$ cat config.mk
export PLATFORM = sky130hd
export DESIGN_NAME = gan_host_driver
export DESIGN_NICKNAME = d
export VERILOG_FILES = /design/src/rtl/gan_host_driver.sv
export SDC_FILE = /design/constraint.sdc
export NUM_CORES = 1
export LEC_CHECK = 0
export CAP_MARGIN = 0
export CORE_MARGIN = 2
export CORE_UTILIZATION = 45
export CTS_BUF_LIST = sky130_fd_sc_hd__clkbuf_16
export CTS_CLUSTER_DIAMETER = 50
export DETAILED_ROUTE_END_ITERATION = 12
export GPL_TIMING_DRIVEN = 0
export HOLD_SLACK_MARGIN = 0.15
export PLACE_DENSITY = 0.67
export SYNTH_ARGS = -nofsm -noshare
export SYNTH_HDL_FRONTEND = slang
export SYNTH_SLANG_ARGS = --single-unit
export TNS_END_PERCENT = 20
$ cat constraint.sdc
create_clock -name clk -period 5.95 [get_ports clk]
set_clock_uncertainty 0.1 [all_clocks]
set_input_delay 1.19 -clock clk [delete_from_list [all_inputs] [get_ports clk]]
set_output_delay 1.19 -clock clk [all_outputs]
set_load 0.1 [all_outputs]
$ cat src/rtl/gan_host_driver.sv
// Host-side loader for the GAN inference core: streams parameter words into the
// core's write port, waits for completion, and replays the serial result words.
module gan_host_driver #(
    parameter int WIDTH      = 32,
    parameter int N_WORDS    = 77,
    parameter int N_OUT      = 4,
    parameter int RST_CYCLES = 2,
    parameter int TIMEOUT    = 1024
) (
    input  logic                    clk,
    input  logic                    rst,
    input  logic                    start,
    input  logic signed [WIDTH-1:0] s_data,
    input  logic                    s_valid,
    output logic                    s_ready,
    output logic                    acc_rst,
    output logic signed [WIDTH-1:0] acc_data_in,
    output logic [7:0]              acc_addr,
    output logic                    acc_we,
    input  logic signed [WIDTH-1:0] acc_data_out,
    input  logic                    acc_data_valid,
    output logic signed [WIDTH-1:0] m_data,
    output logic                    m_valid,
    input  logic                    m_ready,
    output logic                    m_last,
    output logic                    busy,
    output logic                    done,
    output logic                    err
);
    localparam int CW = (N_WORDS > 1) ? $clog2(N_WORDS + 1) : 1;
    localparam int RW = (RST_CYCLES > 1) ? $clog2(RST_CYCLES) : 1;
    localparam int IW = (N_OUT > 1) ? $clog2(N_OUT) : 1;
    localparam int TW = (TIMEOUT > 1) ? $clog2(TIMEOUT) : 1;
    localparam logic [CW-1:0] LAST_WORD = CW'(N_WORDS - 1);
    localparam logic [RW-1:0] LAST_RST  = RW'(RST_CYCLES - 1);
    localparam logic [IW-1:0] LAST_OUT  = IW'(N_OUT - 1);
    localparam logic [TW-1:0] LAST_TICK = TW'(TIMEOUT - 1);

    typedef enum logic [2:0] {IDLE, RST_ACC, LOAD, WAIT_LOW, WAIT_EDGE, OUTPUT} state_t;

    state_t                  state, state_next;
    logic [CW-1:0]           word_cnt;
    logic [RW-1:0]           rst_cnt;
    logic [IW-1:0]           out_idx;
    logic [IW-1:0]           nxt_idx;
    logic [TW-1:0]           tick_cnt;
    logic signed [WIDTH-1:0] hist   [N_OUT-1];
    logic signed [WIDTH-1:0] result [N_OUT];
    logic                    take;
    logic                    timed_out;
    logic                    out_xfer;

    assign take      = s_valid && s_ready;
    assign timed_out = (tick_cnt == LAST_TICK);
    assign out_xfer  = m_valid && m_ready;
    assign nxt_idx   = out_idx + 1'b1;

    always_comb begin
        state_next = state;
        unique case (state)
            IDLE:      if (start) state_next = RST_ACC;
            RST_ACC:   if (rst_cnt == LAST_RST) state_next = LOAD;
            LOAD:      if (take && word_cnt == LAST_WORD) state_next = WAIT_LOW;
            WAIT_LOW:  if (timed_out) state_next = IDLE;
                       else if (!acc_data_valid) state_next = WAIT_EDGE;
            WAIT_EDGE: if (acc_data_valid) state_next = OUTPUT;
                       else if (timed_out) state_next = IDLE;
            OUTPUT:    if (out_xfer && out_idx == LAST_OUT) state_next = IDLE;
            default:   state_next = IDLE;
        endcase
    end

    always_ff @(posedge clk) begin
        if (rst) begin
            state       <= IDLE;
            word_cnt    <= '0;
            rst_cnt     <= '0;
            out_idx     <= '0;
            tick_cnt    <= '0;
            s_ready     <= 1'b0;
            acc_rst     <= 1'b0;
            acc_data_in <= '0;
            acc_addr    <= '0;
            acc_we      <= 1'b0;
            m_data      <= '0;
            m_valid     <= 1'b0;
            m_last      <= 1'b0;
            busy        <= 1'b0;
            done        <= 1'b0;
            err         <= 1'b0;
            for (int k = 0; k < N_OUT - 1; k++) hist[k] <= '0;
            for (int k = 0; k < N_OUT; k++) result[k] <= '0;
        end else begin
            state   <= state_next;
            busy    <= (state_next != IDLE);
            acc_we  <= 1'b0;
            acc_rst <= 1'b0;
            done    <= 1'b0;
            err     <= 1'b0;
            // The core's serial outputs arrive one per cycle ahead of the flag.
            hist[0] <= acc_data_out;
            for (int k = 1; k < N_OUT - 1; k++) hist[k] <= hist[k-1];
            case (state)
                IDLE: begin
                    word_cnt <= '0;
                    if (start) begin
                        acc_rst <= 1'b1;
                        rst_cnt <= '0;
                    end
                end
                RST_ACC: begin
                    if (rst_cnt == LAST_RST) begin
                        s_ready <= 1'b1;
                    end else begin
                        acc_rst <= 1'b1;
                        rst_cnt <= rst_cnt + 1'b1;
                    end
                end
                LOAD: begin
                    if (take) begin
                        acc_we      <= 1'b1;
                        acc_addr    <= 8'(word_cnt);
                        acc_data_in <= s_data;
                        word_cnt    <= word_cnt + 1'b1;
                        if (word_cnt == LAST_WORD) begin
                            s_ready  <= 1'b0;
                            tick_cnt <= '0;
                        end
                    end
                end
                WAIT_LOW: begin
                    tick_cnt <= tick_cnt + 1'b1;
                    if (timed_out) begin
                        err     <= 1'b1;
                        acc_rst <= 1'b1;
                    end
                end
                WAIT_EDGE: begin
                    if (acc_data_valid) begin
                        result[N_OUT-1] <= acc_data_out;
                        for (int k = 0; k < N_OUT - 1; k++) result[N_OUT-2-k] <= hist[k];
                        m_data  <= hist[N_OUT-2];
                        m_valid <= 1'b1;
                        m_last  <= 1'b0;
                        out_idx <= '0;
                    end else begin
                        tick_cnt <= tick_cnt + 1'b1;
                        if (timed_out) begin
                            err     <= 1'b1;
                            acc_rst <= 1'b1;
                        end
                    end
                end
                OUTPUT: begin
                    if (out_xfer) begin
                        if (out_idx == LAST_OUT) begin
                            m_valid <= 1'b0;
                            m_last  <= 1'b0;
                            done    <= 1'b1;
                        end else begin
                            out_idx <= nxt_idx;
                            m_data  <= result[nxt_idx];
                            m_last  <= (nxt_idx == LAST_OUT);
                        end
                    end
                end
                default: ;
            endcase
        end
    end
endmodule

* Word-level counts from Yosys, hierarchy flattened
Memories as Yosys holds them, arrays and structs flattened.
Cells that the tools add are included.
** Word-level totals
- Memory bits (writable) :: 224
- Register bits :: 102
- Memories kept :: 2
- Word-level logic and storage cells :: 131
- Output and inout bits :: 80
- Bits of input ports :: 70
** Operators by class
- Multiplexer cells :: 60
- Add/sub/neg operators :: 4
- Bitwise gates (word level) :: 10
- Eq/ne operators :: 18
- Reductions and logical operators :: 21
** Memories
- result :: words 4, bits a word 32, rd ports 1, clocked after Yosys merged registers in 0, write ports 4, RTL line 48 : logic signed [WIDTH-1:0] result [N_OUT];
- hist :: words 3, bits a word 32, rd ports 3, clocked after Yosys merged registers in 0, write ports 3, RTL line 47 : logic signed [WIDTH-1:0] hist [N_OUT-1];
** Operators with widths (number)
- 32-bit 2-to-1 mux :: 10
- 32-bit case mux with 2 select lines :: 1
- 10-bit 2-to-1 mux :: 3
- 10-bit case mux with 3 select lines :: 1
- 1-bit 2-to-1 mux :: 24
- 3-bit 2-to-1 mux :: 8
- 2-bit inequality test, second input constant :: 9
- 3-bit case mux with 6 select lines :: 1
- 4-bit AND reduction :: 4
- 7-bit case mux with 2 select lines :: 1
- 10-bit by 1-bit adder with 10-bit output, second input constant :: 1
- 10-bit == test, second input constant :: 1
- 1-bit case mux with 2 select lines :: 5
- 2-bit nonzero test :: 4
- 7-bit by 1-bit adder with 7-bit output, second input constant :: 1
- 7-bit == test, second input constant :: 1
- 7-bit 2-to-1 mux :: 1
- 1-bit OR :: 7
- 3-bit by 2-bit == test with 1-bit output, second input constant :: 2
- 3-bit == test, second input constant :: 2
- 2-bit 2-to-1 mux :: 3
- 2-bit AND reduction :: 3
- 3-bit nonzero test :: 2
- 2-bit == test, second input constant :: 2
- other kinds (11) :: 16

* Depth between registers and ports, before layout
- Word-level depth :: 5
- Gate-level depth with buffers :: 9
- Depth with buffers taken out :: 7

* Worst setup path after synthesis
No wires, ideal clock.
- Path kind :: input to register
- Start :: in rst
- End :: mem result[0][0], enable pin
- Slack :: 2.011 ns
- Required time :: 5.417 ns
- Data arrival time :: 3.406 ns
- Stages :: 3
- Library setup time :: 0.433 ns
- Buffers on the path :: 2
- Cell sequence :: buf_1 -> clkbuf_1 -> or2_2
** RTL lines
- start: declaration :: RTL line 11 : input logic rst,
- end: declaration :: RTL line 48

==> impl_metrics.ini <==
[worst_setup_path]
r2r_end = m_data[15]
r2r-start = out_idx[0]
cp.arrival_ns = 4.34
reg2reg_depth = 9
worstSetupPathType = input pin to flop
cp-start-kind = input pin
r2r_setup_slack_ns = 2.86
critPathCaptureType = flop
cp_data_required_time_ns = 6.02
crit_path_max_fanout = 66

[grt]
grt_max_degree = 67
globalRoute.totalOverflow = 0
grt_antenna_before_repair = 0
grt_pass1_vias = 7998
grt_usage = 0.191
grt_first_pass_wirelength_mm = 42.8

[clock_tree]
cts_buffer_depth = 3
cts.sinks = 326
clock_latency_ns = 0.50
cts_setup_buffers = 0
cts_repair_resize_count = 0
clk_pin_slew_ns = 0.05
cts_tree = yes
cts-buffers-inserted = 36
cts_root_buffer = clkbuf_16
hold_buffers = 0
h-tree-depth = 2

[die]
die_width_um = 170
dieArea_mm2 = 0.0288
num_rows = 60
start_util = 0.458
chipHeight_um = 170
ios = 150
coreArea_mm2 = 0.0270

[logic_synthesis]
yosysSeqAreaShare = 0.632
yosysUniqueCellTypes = 52
netlist_area_mm2 = 0.0124
async_flop_share = 0
syn_area_per_cell_um2 = 11.8
synth-edff-count = 128
synthCells = 1048
ys.flop_type = dfxtp_1
synth_warnings = 0
synth_seq_cells = 326
syn-num-nets = 1123

[timing]
relSlewSlack = 0.294
hold_viol = 0
holdWs_ns = 0.351
min_period_ns = 4.27
rsz0062_at_grt = false
final-setup-viol-count = 0
timing.fmax_mhz = 234
slew_violations = 0
period_share = 0.718
setup_ws_ns = 1.68
worst_pin_slew_ns = 1.06

[routing]
drt_iter0_drc = 461
wl_per_cell_um = 16.9
viasPerCell = 5.03
wl_mm = 27.1
final_antenna_net_count = 0
dr.pass1.iters = 5
vias = 8052
drc_errors = 0

[placed_design]
gp_congestion = 0.777
port_buffers = 148
place_ws_ns = 1.17
dpl.hpwl_mm = 18.1
place_inst = 1538

[power]
netSwitchingFraction = 0.215
p_clk_frac = 0.441
leakagePower_nw = 5.46
seqPwrFrac = 0.510
ir_drop_v = 0.000177
switchingPower_mw = 1.02
power_frac_comb = 0.049
p_per_area_mw_per_mm2 = 306
p_int_mw = 3.70

[finish]
finalNonFillerCells = 1602
fin_nets = 1310
mostFrequentLayoutCells = dfxtp_1 (198), nand2_1 (160), clkdlybuf4s50_1 (148), and2_1 (129), edfxtp_1 (128)
nFillCells = 2265
syn2layout_area_growth_pct = 24.8
drive_above_1_share = 0.0960
final_common_cell = dfxtp_1
num_antenna_cells = 0

[hold_path]
min-delay-start = acc_data_in[10]
whs_path_depth = 2
worstHoldPathType = flop to flop
holdPathEnd = acc_data_in[10]

[run_status]
status = completed

[flow_run]
maxCapViolCount = 0
-- routing by layer --
| layer | part of all wire | track usage |
|---|---|---|
| met5 | 0 | 0 |
| met2 | 0.47 | 0.322 |
| met4 | 0.015 | 0.0461 |
| met3 | 0.057 | 0.0343 |
| met1 | 0.46 | 0.257 |
-- stage by stage --
stage,utilization,instance area (µm²),power [mW],setup TNS [ns]
6_report,0.572,15400,4.72,0
4_1_cts,0.572,15400,4.76,0
2_1_floorplan,-,12400,2.58,0
3_5_place_dp,0.530,14300,2.69,0
3_3_place_gp,0.529,14300,2.68,-8.71
5_1_grt,0.572,15400,4.88,0
-- synthesized netlist by cell type, types with 10 or more instances --
cell / count / area share
nor2_1: 58 / 0.018
o21ai_0: 10 / 0.0041
a21oi_1: 51 / 0.021
and2_1: 129 / 0.065
mux4_2: 32 / 0.058
dfxtp_1: 198 / 0.32
xor2_1: 12 / 0.0085
edfxtp_1: 128 / 0.31
nor2b_1: 96 / 0.049
a311oi_1: 32 / 0.023
buf_2: 12 / 0.0049
clkbuf_1: 47 / 0.014
nand2_1: 160 / 0.049
-- power groups by stage --
stage	logic, mW	registers, mW	clock network (mW)
final	0.231	2.40	2.08
after global routing	0.250	2.41	2.22
after CTS	0.234	2.40	2.12
after detailed placement	0.233	2.45	0
after global placement	0.228	2.45	0
after floorplan	0.102	2.48	0
-- layout make-up --
cell class                 instances  area, µm²  area share
timing repair buffer             149       1510      0.0979
sequential                       326       7810       0.507
clock buffer                      37        926      0.0601
clock inverter                    27        195      0.0127
multi-input combinational        644       4190       0.272
tap                              341        427      0.0277
inverter                           5       18.8     0.00122
buffer                            73        342      0.0222
-- how the worst max path moves through the flow --
stage	from	end	slack [ns]	depth (start not counted)
4_1_cts	rst	result[1][24]	1.67	5
3_5_place_dp	rst	result[1][14]	1.17	5
3_3_place_gp	rst	result[3][14]	-0.08	4
6_report	rst	result[3][17]	1.68	5
5_1_grt	rst	result[3][17]	1.48	5
2_1_floorplan	rst	result[0][0]	2.01	3
-- registers in the layout (all words and copies together), names as in the netlist --
name	count
busy	1
state	3
rst_cnt	1
m_valid	1
acc_addr	7
result	128
s_ready	1
acc_data_in	32
acc_rst	1
m_data	32
acc_we	1
err	1
m_last	1
word_cnt	7
out_idx	2
done	1
tick_cnt	10
hist	96
-- kinds of logic after synthesis --
group	synth area share
compound gates	0.0573
xor+xnor	0.00851
fa+ha+maj	0.00506
buf+inv	0.0292
flops	0.632
mux	0.0592
other cells	0.000304
simple gates	0.208
-- critical path: stages --
cell and delay (ns):
clkdlybuf4s50_1 0.73, buf_1 0.68, clkbuf_1 0.48, or2_4 0.84, buf_16 0.38
Power figures use the tool's default switching activity.
